`src/rtl/rgmii_tx_framer.sv`:
```
// rgmii_tx_framer: byte stream to RGMII SDR nibble frames with preamble/SFD, padding, optional FCS (RGMII_TX_FCS_EN) and IFG
module rgmii_tx_framer #(
    parameter int MIN_FRAME   = 60,
    parameter int IFG_NIBBLES = 24,
    parameter int CNT_W       = 16
) (
    input  logic       rgm0_clk,
    input  logic       rgm0_rst_n,
    input  logic [7:0] s_data,
    input  logic       s_valid,
    input  logic       s_last,
    output logic       s_ready,
    output logic       rgm0_tx_en,
    output logic       rgm0_tx_er,
    output logic [3:0] rgm0_tx_d,
    output logic       busy
);
    localparam int NW = $clog2(IFG_NIBBLES + 16);
    localparam logic [CNT_W:0] MIN_W = (CNT_W + 1)'(MIN_FRAME);

    typedef enum logic [3:0] {IDLE, PREAMBLE, SFD, PAYLOAD, PAD, FCS, ABORT, DRAIN, IFG} state_t;

`ifdef RGMII_TX_FCS_EN
    localparam state_t POST = FCS;
`else
    localparam state_t POST = IFG;
`endif

    state_t           state_q, state_d;
    logic [NW-1:0]    cnt_q, cnt_d;
    logic [CNT_W-1:0] count_q, count_d;
    logic [7:0]       data_q, data_d;
    logic             last_q, last_d;
    logic             s_ready_q, s_ready_d;
    logic             tx_en_q, tx_en_d;
    logic             tx_er_q, tx_er_d;
    logic [3:0]       tx_d_q, tx_d_d;
    logic             busy_q, busy_d;
    logic [3:0]       fcs_nib;
    logic             acc, enough;

    assign acc    = s_valid & s_ready_q;
    assign enough = (&count_q) | ({1'b0, count_q} >= MIN_W);

    assign s_ready    = s_ready_q;
    assign rgm0_tx_en = tx_en_q;
    assign rgm0_tx_er = tx_er_q;
    assign rgm0_tx_d  = tx_d_q;
    assign busy       = busy_q;

`ifdef RGMII_TX_FCS_EN
    logic [31:0] crc_q, crc_d;

    function automatic logic [31:0] crc4(input logic [31:0] c, input logic [3:0] n);
        logic [31:0] r;
        r = c ^ {28'd0, n};
        for (int i = 0; i < 4; i++) r = r[0] ? (r >> 1) ^ 32'hEDB88320 : r >> 1;
        return r;
    endfunction

    // CRC register: runs over payload+pad nibbles as they hit the wire, then shifts out during FCS
    always_ff @(posedge rgm0_clk or negedge rgm0_rst_n) begin
        if (!rgm0_rst_n) crc_q <= '1;
        else             crc_q <= crc_d;
    end

    // Next CRC: fold in the nibble just sent, or shift one nibble per FCS cycle
    always_comb begin
        crc_d = (state_q == PAYLOAD || state_q == PAD) ? crc4(crc_q, tx_d_q) :
                (state_q == FCS) ? {4'hF, crc_q[31:4]} : '1;
    end

    assign fcs_nib = (state_d == FCS) ? ~crc_d[3:0] : 4'h0;
`else
    assign fcs_nib = 4'h0;
`endif

    // State register
    always_ff @(posedge rgm0_clk or negedge rgm0_rst_n) begin
        if (!rgm0_rst_n) state_q <= IDLE;
        else             state_q <= state_d;
    end

    // Datapath and registered outputs
    always_ff @(posedge rgm0_clk or negedge rgm0_rst_n) begin
        if (!rgm0_rst_n) begin
            cnt_q     <= '0;
            count_q   <= '0;
            data_q    <= '0;
            last_q    <= 1'b0;
            s_ready_q <= 1'b0;
            tx_en_q   <= 1'b0;
            tx_er_q   <= 1'b0;
            tx_d_q    <= '0;
            busy_q    <= 1'b0;
        end else begin
            cnt_q     <= cnt_d;
            count_q   <= count_d;
            data_q    <= data_d;
            last_q    <= last_d;
            s_ready_q <= s_ready_d;
            tx_en_q   <= tx_en_d;
            tx_er_q   <= tx_er_d;
            tx_d_q    <= tx_d_d;
            busy_q    <= busy_d;
        end
    end

    // Next-state: each state lasts a fixed number of nibbles except PAYLOAD/PAD/DRAIN
    always_comb begin
        state_d = state_q;
        case (state_q)
            IDLE:     state_d = s_valid ? PREAMBLE : IDLE;
            PREAMBLE: if (cnt_q == NW'(13)) state_d = SFD;
            SFD:      if (cnt_q[0]) state_d = acc ? PAYLOAD : ABORT;
            PAYLOAD:  if (cnt_q[0]) state_d = last_q ? (enough ? POST : PAD) : (acc ? PAYLOAD : ABORT);
            PAD:      if (cnt_q[0] && enough) state_d = POST;
`ifdef RGMII_TX_FCS_EN
            FCS:      if (cnt_q == NW'(7)) state_d = IFG;
`endif
            ABORT:    if (cnt_q[0]) state_d = DRAIN;
            DRAIN:    if (acc && s_last) state_d = IFG;
            IFG:      if (cnt_q == NW'(IFG_NIBBLES - 1)) state_d = IDLE;
            default:  state_d = IDLE;
        endcase
    end

    // Counters and byte holding register; byte states restart the nibble counter every byte
    always_comb begin
        cnt_d   = (state_d != state_q || ((state_q == PAYLOAD || state_q == PAD) && cnt_q[0])) ? '0 : cnt_q + 1'b1;
        data_d  = acc ? s_data : data_q;
        last_d  = acc ? s_last : last_q;
        count_d = (state_q == IDLE) ? '0 :
                  ((acc && state_q != DRAIN) || (state_d == PAD && cnt_d == '0)) ? ((&count_q) ? count_q : count_q + 1'b1) :
                  count_q;
    end

    // Outputs for the nibble that the next state puts on the wire
    always_comb begin
        tx_en_d   = state_d inside {PREAMBLE, SFD, PAYLOAD, PAD, FCS, ABORT};
        tx_er_d   = state_d == ABORT;
        tx_d_d    = (state_d == PREAMBLE) ? 4'h5 :
                    (state_d == SFD)      ? (cnt_d[0] ? 4'hD : 4'h5) :
                    (state_d == PAYLOAD)  ? (cnt_d[0] ? data_d[7:4] : data_d[3:0]) :
                    (state_d == ABORT)    ? 4'hE : fcs_nib;
        s_ready_d = (state_d == SFD && cnt_d[0]) || (state_d == PAYLOAD && cnt_d[0] && !last_d) || state_d == DRAIN;
        busy_d    = state_d != IDLE;
    end
endmodule

```
`config.mk`:
```
export PLATFORM = sky130hd
export DESIGN_NAME = rgmii_tx_framer
export DESIGN_NICKNAME = d
export VERILOG_FILES = /design/src/rtl/rgmii_tx_framer.sv
export SDC_FILE = /design/constraint.sdc
export NUM_CORES = 1
export LEC_CHECK = 0
export ABC_AREA = 1
export ABC_CLOCK_PERIOD_IN_PS = 2700
export CORE_MARGIN = 2
export CORE_UTILIZATION = 45
export CTS_BUF_LIST = sky130_fd_sc_hd__clkbuf_8
export DETAILED_ROUTE_END_ITERATION = 8
export HOLD_SLACK_MARGIN = 0.02
export PLACE_DENSITY = 0.62
export SLEW_MARGIN = 40
export SYNTH_ARGS = -nofsm -noshare
export SYNTH_HDL_FRONTEND = slang
export SYNTH_SLANG_ARGS = --single-unit
```
`constraint.sdc`:
```
create_clock -name rgm0_clk -period 2.7 [get_ports rgm0_clk]
set_input_delay 0.54 -clock rgm0_clk [delete_from_list [all_inputs] [get_ports rgm0_clk]]
set_output_delay 0.54 -clock rgm0_clk [all_outputs]
set_load 0.005 [all_outputs]
```
==> impl_metrics.json, run 1 <==
{
  "period_needed_ns": 2.36,
  "wirelength_mm": 6.08,
  "tightest_slew_ns": 0.543,
  "utilization_pct": 55.2,
  "track_usage_pct": 20.6,
  "start_util_pct": 47.3,
  "grt_max_degree": 44,
  "fin_crit_sh_pct": 87.4,
  "postSynthCellCount": 359,
  "dr.pass1.iters": 4,
  "reg2reg_depth": 16,
  "vias": 2326,
  "crit_required_ns": 2.94,
  "path_max_fanout": 16,
  "ctsHtreeMaxLevel": 2,
  "final_cell_mix": "nand2_1, nor2_1, dfrtp_1, inv_1, nand3_1",
  "final_common_cell": "nand2_1",
  "clkPwrFrac_pct": 25.1,
  "clock_latency_ns": 0.31,
  "swShare_pct": 36.7,
  "final_antenna_net_count": 0,
  "avgSynthCellArea_sq_um": 7.40,
  "routabilityCongestion": 0.921,
  "synthesis.area_sq_um": 2660,
  "finalClockSkew_ns": 0.00698,
  "num_antenna_cells": 0,
  "outcome": "finished clean",
  "use_met2_pct": 31.2,
  "die_x_um": 80.8,
  "grt_pass1_vias": 2155,
  "critical_path_class": "input pin to flop",
  "fin_tns_setup_ns": 0,
  "synth_warnings": 0,
  "clock_sinks": 43,
  "initialDrtViolationCount": 217,
  "reg2reg_from": "cnt_q[0]",
  "maxCapViolations": 0,
  "avgRoutedWirePerCell_um": 13.1,
  "core_area_sq_um": 5610,
  "grt-ovfl-total": 0,
  "synth-seq-cells": 43,
  "ys_seq_area_share_pct": 40.5,
  "max_freq_ghz": 0.424,
  "drive_gt1_share_pct": 14.8,
  "p_comb_share_pct": 35.4,
  "p_seq_share_pct": 39.4,
  "hold_viol": 0,
  "hpwlAfterDp_mm": 4.53,
  "clk_pin_slew_ns": 0.09,
  "r2r_end": "count_q[3]",
  "syn-num-nets": 375,
  "grt_pass1_wl_mm": 10.2,
  "p_leak_uw": 0.00157,
  "ir_drop_mv": 0.408,
  "rsz0062_at_grt": "false",
  "ctsHoldBuffers": 0,
  "numCtsBuffers": 5,
  "setup_viol": 0,
  "p_int_uw": 1350,
  "cts_root_buf": "clkbuf_8",
  "die_height_um": 80.8,
  "drc": 0,
  "cts_buffer_depth": 2,
  "areaGrowthSynthToFinish_pct": 16.6,
  "num_rows": 27,
  "grt.busiest_layer": "met2",
  "cts_tree": "done",
  "p_sw_uw": 783,
  "yosysUniqueCellTypes": 33,
  "final_max_slew_viol_count": 0,
  "p_per_area_nw_per_um2": 690,
  "use_met1_pct": 30.0,
  "hold_class": "input pin to async pin",
  "crit_arrival_ns": 2.60,
  "io_buffers": 19,
  "critPathLaunchType": "input pin",
  "slew_headroom_pct": 63.8,
  "reg2reg_slack_ns": 0.43,
  "io_pins": 20,
  "grtUsageMet3_pct": 4.00,
  "antenna_found_initial": 0,
  "via_per_inst": 5.01,
  "final_nets": 407,
  "crit_path_end_kind": "flop",
  "whs_ns": 0.211,
  "post_cts.repair.setup_buffers": 0,
  "fp.dieArea_sq_um": 6530,
  "cts_resized": 0
}
[state kept, by name, summed over array words and instances (netlist names)]
signal and cells:
rgm0_tx_d 4, data_q 8, count_q 16, rgm0_tx_er 1, busy 1, s_ready 1, state_q 4, cnt_q 6
last_q 1, rgm0_tx_en 1
[metal layers]
layer	routed length (um)	share of wire, %
met5	0	0
met4	84	1.4
met3	255	4.2
met2	2630	43
met1	3110	51
[cells in the mapped netlist (all sizes together)]
cell	number	area share [%]
mux2i	1	0.38
clkinv	2	0.33
nand3	29	6.1
nand2	124	20
dfrtp	43	41
inv	40	5.7
nor3b	2	0.57
buf	4	1.4
nor2	52	8.3
ha	4	1.9
clkbuf	2	0.28
nand3b	1	0.28
xor2	13	4.3
nor3	9	1.9
nand4	11	3.2
o211ai	3	0.85
xnor2	3	0.99
nor4	1	0.24
o21ai	9	1.7
a21oi	3	0.57
or2	3	0.71
[through the flow]
stage | worst slack [ns] | area, sq um | power (uW) | cells
after floorplan | 0.704 | 2660 | 1370 | 359
after global placement | 0.121 | 2980 | 1590 | 456
after detailed placement | 0.0481 | 2980 | 1610 | 456
after CTS | 0.356 | 3100 | 2150 | 464
after global routing | 0.155 | 3100 | 2290 | 464
final | 0.341 | 3100 | 2130 | 464
[worst max-delay path by stage]
stage                  from           end  slack (ns)  depth (start not counted)
floorplan           s_valid   count_q[10]        0.70                         15
detailed placement  s_valid  rgm0_tx_d[1]        0.05                         14
global route        s_valid    count_q[1]        0.15                         15
finish              s_valid    count_q[3]        0.34                         15
CTS                 s_valid  rgm0_tx_d[1]        0.36                         14
global placement    s_valid    count_q[0]        0.12                         14
[worst max-delay path: stages]
cell and delay, ns:
clkdlybuf4s50_1 0.49, nand3_1 0.17, nand3_2 0.15, nand2_1 0.09, a21oi_1 0.14, nand2_1 0.07
inv_1 0.06, nand3_1 0.07, nand2_1 0.14, nand4_4 0.12, nand2_4 0.09, nand3_4 0.08
nand2_4 0.22, nand2_1 0.09, nand2_1 0.06
[final cells by class]
cell class	instances	area, sq um
Clock inverter	2	35.0
Clock buffer	6	82.6
Inverter	42	159
Multi-Input combinational cell	268	1380
Sequential cell	43	1080
Timing Repair Buffer	31	278
Tap cell	72	90.1
Fill cell	564	2510
[power by group through the flow]
stage | Sequential [uW] | Combinational (uW) | Clock, uW
global route | 859 | 856 | 579
floorplan | 830 | 538 | 0
detailed placement | 855 | 752 | 0
CTS | 843 | 757 | 549
finish | 842 | 756 | 537
global placement | 853 | 740 | 0
[cell families after synthesis]
group	Yosys count	synth area share [%]
multiplexers	1	0.377
adder cells (fa/ha/maj)	4	1.89
XOR/XNOR	16	5.28
buffers and inverters	48	7.68
AND/OR/NAND/NOR	232	41.1
flip-flops	43	40.5
AO/OA/AOI/OAI	15	3.11
(Power assumes the default switching activity.)
==> run 2, diff against run 1 <==
CORE_MARGIN = 1.5   (was 2)
==> run 2 against run 1 <==
Total power down 8.5%; first-iteration DRC count is 24% lower; critical path depth is 1 higher; largest cell class unchanged; critical endpoint is now count_q[4]; non-clock buffer count shrank 4; sequential share of layout area up 0.72 points; worst hold slack better by 0.025 ns; design area shrank 2.0%; register-to-register slack got worse by 0.12 ns; die area down 2.5%; critical path type is now flop to flop; clock skew increased by 0.00055 ns; global-route usage down 0.59 points.
==> impl_metrics.json, run 2 (same netlist as run 1, synthesis figures left out) <==
{
  "whs_ns": 0.237,
  "final_antenna_net_count": 0,
  "grt_pass1_vias": 2141,
  "io_buffers": 19,
  "hold_class": "input pin to async pin",
  "outcome": "finished clean",
  "hold_viol": 0,
  "cts_root_buf": "clkbuf_8",
  "ctsHoldBuffers": 0,
  "critPathLaunchType": "flop",
  "slew_headroom_pct": 63.8,
  "die_height_um": 79.8,
  "largest_register_ffs": 16,
  "grt-ovfl-total": 0,
  "cts_buffer_depth": 2,
  "clock_sinks": 43,
  "crit_arrival_ns": 2.56,
  "path_max_fanout": 16,
  "hpwlAfterDp_mm": 4.39,
  "num_rows": 27,
  "fin_crit_sh_pct": 88.4,
  "maxCapViolations": 0,
  "grt_max_degree": 44,
  "final_nets": 403,
  "numCtsBuffers": 5,
  "period_needed_ns": 2.39,
  "final_max_slew_viol_count": 0,
  "num_antenna_cells": 0,
  "wirelength_mm": 5.74,
  "final_cell_mix": "nand2_1, nor2_1, dfrtp_1, inv_1, nand3_1",
  "antenna_found_initial": 0,
  "die_x_um": 79.8,
  "tightest_slew_ns": 0.543,
  "io_pins": 20,
  "largest_register": "count_q",
  "cts_resized": 0,
  "finalClockSkew_ns": 0.00753,
  "p_per_area_nw_per_um2": 644,
  "largest_registers": "count_q: 16 flops, data_q: 8 flops, cnt_q: 6 flops",
  "track_usage_pct": 20.0,
  "dr.pass1.iters": 5,
  "vias": 2308,
  "fp.dieArea_sq_um": 6370,
  "rsz0062_at_grt": "false",
  "grt_pass1_wl_mm": 10.0,
  "start_util_pct": 47.3,
  "fin_tns_setup_ns": 0,
  "p_leak_uw": 0.00153,
  "drive_gt1_share_pct": 13.7,
  "crit_path_end_kind": "flop",
  "clock_latency_ns": 0.29,
  "final_common_cell": "nand2_1",
  "ctsHtreeMaxLevel": 2,
  "cts_tree": "done",
  "max_freq_ghz": 0.419,
  "initialDrtViolationCount": 164,
  "ir_drop_mv": 0.489,
  "drc": 0,
  "critical_path_class": "flop to flop",
  "core_area_sq_um": 5610,
  "clk_pin_slew_ns": 0.08,
  "setup_viol": 0,
  "via_per_inst": 5.02,
  "routabilityCongestion": 0.843,
  "avgRoutedWirePerCell_um": 12.5,
  "post_cts.repair.setup_buffers": 0,
  "areaGrowthSynthToFinish_pct": 14.2,
  "crit_required_ns": 2.88
}
## run 2: cell types whose count changed in the layout (fill, tap and decap cells not counted), sizes merged
cell	change
clkinvlp	+1
clkbuf	-1
buf	-4
inv	+1
bufinv	-1
## run 2: worst paths after layout
check,cells after the start,end,startpoint,slack [ns]
max in group asynchronous,1,count_q[3],rgm0_rst_n,2.10
max reg2reg,16,count_q[4],cnt_q[0],0.31
min reg2reg,2,data_q[5],data_q[5],0.48
min in group rgm0_clk,2,data_q[5],data_q[5],0.48
max,16,count_q[4],cnt_q[0],0.31
min,1,cnt_q[1],rgm0_rst_n,0.24
## run 2: through the flow
step	worst slack (ns)	power, uW	utilization (%)	instance area, sq um	cells
after floorplan	0.704	1370	-	2660	359
after global placement	0.123	1570	52.5	2950	452
after detailed placement	0.0879	1570	52.6	2950	452
after CTS	0.297	1980	54.1	3030	460
after global routing	0.121	2110	54.1	3030	460
final	0.314	1950	54.1	3030	460
## run 2: critical path, cell delays in order, from the launching register on
cell and delay, ns:
dfrtp_1 0.58, ha_1 0.21, inv_1 0.04, nor2_1 0.13, nand2_1 0.07, nand2_1 0.08, nand2_2 0.09, nor2_4 0.10
nand2_2 0.08, nor2_1 0.21, nand2_1 0.11, inv_1 0.11, nand2_4 0.07, nand3_4 0.07, nand2_4 0.16, nand2_1 0.12
nand2_1 0.06
## run 2: area by class of cell
cell class / instances / area [sq um]
clock inverter: 3 / 16.3
sequential: 43 / 1080
inverter: 42 / 159
timing repair buffer: 27 / 248
tap: 72 / 90.1
multi-input combinational: 268 / 1380
fill: 559 / 2570
clock buffer: 5 / 68.8
## run 2: per-layer routing
metal / part of all wire, % / wire, um / global-route usage (%) / vias up
li1: - / - / - / 1184
met1: 53 / 3010 / 30.7 / 1066
met2: 42 / 2410 / 28.9 / 52
met3: 4.5 / 259 / 3.77 / 6
met4: 0.91 / 52 / 4.66 / 0
met5: 0 / 0 / 0 / -
## run 2: power breakdown
part | leakage [uW] | total, uW | internal, uW | switching, uW
sequential | 0.000563 | 848 | 764 | 84.7
clock | 0.0000453 | 393 | 177 | 215
combinational | 0.000925 | 711 | 267 | 444
==> run 3, diff against run 2 <==
--- a/config.mk
+++ b/config.mk
@@ -13,2 +13,3 @@
 export DETAILED_ROUTE_END_ITERATION = 8
+export GPL_ROUTABILITY_DRIVEN = 0
 export HOLD_SLACK_MARGIN = 0.02
==> constraint.sdc (replaced) <==
create_clock -name rgm0_clk -period 2.7 [get_ports rgm0_clk]
set_input_delay 0.405 -clock rgm0_clk [delete_from_list [all_inputs] [get_ports rgm0_clk]]
set_output_delay 0.405 -clock rgm0_clk [all_outputs]
set_load 0.005 [all_outputs]
==> run 3 against run 2 <==
Worst hold slack got worse by 0.14 ns; critical path depth rose by 1; non-clock buffer count did not move; total power rose by 5.6%; global-route usage fell by 0.23 points; routed wire length fell by 0.21%; fmax rose by 0.39%; critical path type unchanged; critical endpoint is now count_q[3]; largest cell class unchanged.
==> impl_metrics.json, run 3 (same netlist as run 1, synthesis figures left out) <==
{
  "antenna_found_initial": 0,
  "dr.pass1.iters": 4,
  "reg2reg_slack_ns": 0.32,
  "via_per_inst": 4.85,
  "crit_arrival_ns": 2.60,
  "start_util_pct": 47.3,
  "largest_register": "count_q",
  "largest_registers": "count_q: 16 flops, data_q: 8 flops, cnt_q: 6 flops",
  "critical_path_class": "flop to flop",
  "final_antenna_net_count": 0,
  "hold_viol": 0,
  "drive_gt1_share_pct": 13.7,
  "num_antenna_cells": 0,
  "crit_path_end_kind": "flop",
  "n_fill_cell": 559,
  "ctsHtreeMaxLevel": 2,
  "whs_ns": 0.0929,
  "core_area_sq_um": 5610,
  "hpwlAfterDp_mm": 4.21,
  "vias": 2227,
  "clock_sinks": 43,
  "fin_cells": 459,
  "max_freq_ghz": 0.421,
  "r2r_end": "count_q[3]",
  "cts_resized": 0,
  "die_height_um": 79.8,
  "finalClockSkew_ns": 0.0129,
  "io_buffers": 19,
  "post_cts.repair.setup_buffers": 0,
  "clk_pin_slew_ns": 0.09,
  "fp.dieArea_sq_um": 6370,
  "stdcell_area_sq_um": 3050,
  "p_per_area_nw_per_um2": 675,
  "reg2reg_from": "cnt_q[0]",
  "areaGrowthSynthToFinish_pct": 15.0,
  "grt_pass1_wl_mm": 9.80,
  "cts_tree": "done",
  "final_common_cell": "nand2_1",
  "cts_buffer_depth": 2,
  "fin_crit_sh_pct": 88.0,
  "initialDrtViolationCount": 161,
  "reg2reg_depth": 17,
  "final_nets": 403,
  "ir_drop_mv": 0.421,
  "outcome": "finished clean",
  "critPathLaunchType": "flop",
  "tightest_slew_ns": 0.554,
  "ctsHoldBuffers": 0,
  "num_rows": 27,
  "avgRoutedWirePerCell_um": 12.5,
  "final_max_slew_viol_count": 0,
  "crit_required_ns": 2.92,
  "die_x_um": 79.8,
  "track_usage_pct": 19.8,
  "io_pins": 20,
  "grt_pass1_vias": 2058,
  "setup_viol": 0,
  "rsz0062_at_grt": "false",
  "path_max_fanout": 16,
  "grt-ovfl-total": 0,
  "grt_max_degree": 44,
  "largest_register_ffs": 16,
  "final_cell_mix": "nand2_1, nor2_1, dfrtp_1, inv_1, nand3_1",
  "period_needed_ns": 2.38,
  "clock_latency_ns": 0.29,
  "cts_root_buf": "clkbuf_8",
  "p_leak_uw": 0.00154,
  "drc": 0,
  "fin_tns_setup_ns": 0,
  "placed_cells": 452,
  "wirelength_mm": 5.72,
  "place_area_sq_um": 2950,
  "slew_headroom_pct": 63.1,
  "hold_class": "input pin to async pin",
  "numCtsBuffers": 5,
  "maxCapViolations": 0,
  "fin_total_pwr_uw": 2060
}
-- run 3: power breakdown --
part           internal [uW]  switching, uW
clock                    271            223
sequential               764           86.7
combinational            271            448
total                   1310            757
-- run 3: worst max-delay path: stages, from the launching register on --
cell and delay, ns:
dfrtp_1 0.60, ha_1 0.21, inv_1 0.04, nor2_1 0.13, nand2_1 0.06, nand2_1 0.07, nand2_2 0.08, nor2_4 0.10
nand2_2 0.09, nand2_1 0.08, nand2_2 0.06, nor2_4 0.12, nand4_4 0.13, nand2_4 0.09, nand3_4 0.07, nand2_4 0.22
nand2_1 0.08, nand2_1 0.06
-- run 3: area by class of cell --
class / instances / area, sq um / share of cell area [%]
clock inverter: 2 / 37.5 / 1.23
tap: 72 / 90.1 / 2.95
clock buffer: 5 / 68.8 / 2.25
inverter: 42 / 159 / 5.20
multi-input combinational: 268 / 1380 / 45.0
timing repair buffer: 27 / 248 / 8.11
sequential: 43 / 1080 / 35.2
-- run 3: routing by layer --
| layer | global-route usage [%] | wire length (um) | share of wire, % | vias to the layer above |
|---|---|---|---|---|
| li1 | - | - | - | 1177 |
| met1 | 30.1 | 3080 | 54 | 1003 |
| met2 | 28.7 | 2400 | 42 | 41 |
| met3 | 3.66 | 201 | 3.5 | 6 |
| met4 | 5.00 | 48 | 0.84 | 0 |
| met5 | 0 | 0 | 0 | - |
-- run 3: stage by stage --
step	util, %	worst slack, ns
2_1_floorplan	-	0.730
6_report	54.5	0.323
5_1_grt	54.5	0.137
3_5_place_dp	52.6	0.146
4_1_cts	54.5	0.323
3_3_place_gp	52.5	0.175
-- run 3: how the worst max path moves through the flow --
| stage | from | endpoint | slack [ns] | depth (start not counted) |
|---|---|---|---|---|
| after floorplan | cnt_q[1] | count_q[10] | 0.73 | 18 |
| after global placement | s_valid | count_q[1] | 0.17 | 15 |
| after detailed placement | s_valid | count_q[1] | 0.15 | 15 |
| after CTS | cnt_q[0] | count_q[5] | 0.32 | 17 |
| after global routing | cnt_q[0] | count_q[3] | 0.14 | 17 |
| final | cnt_q[0] | count_q[3] | 0.32 | 17 |
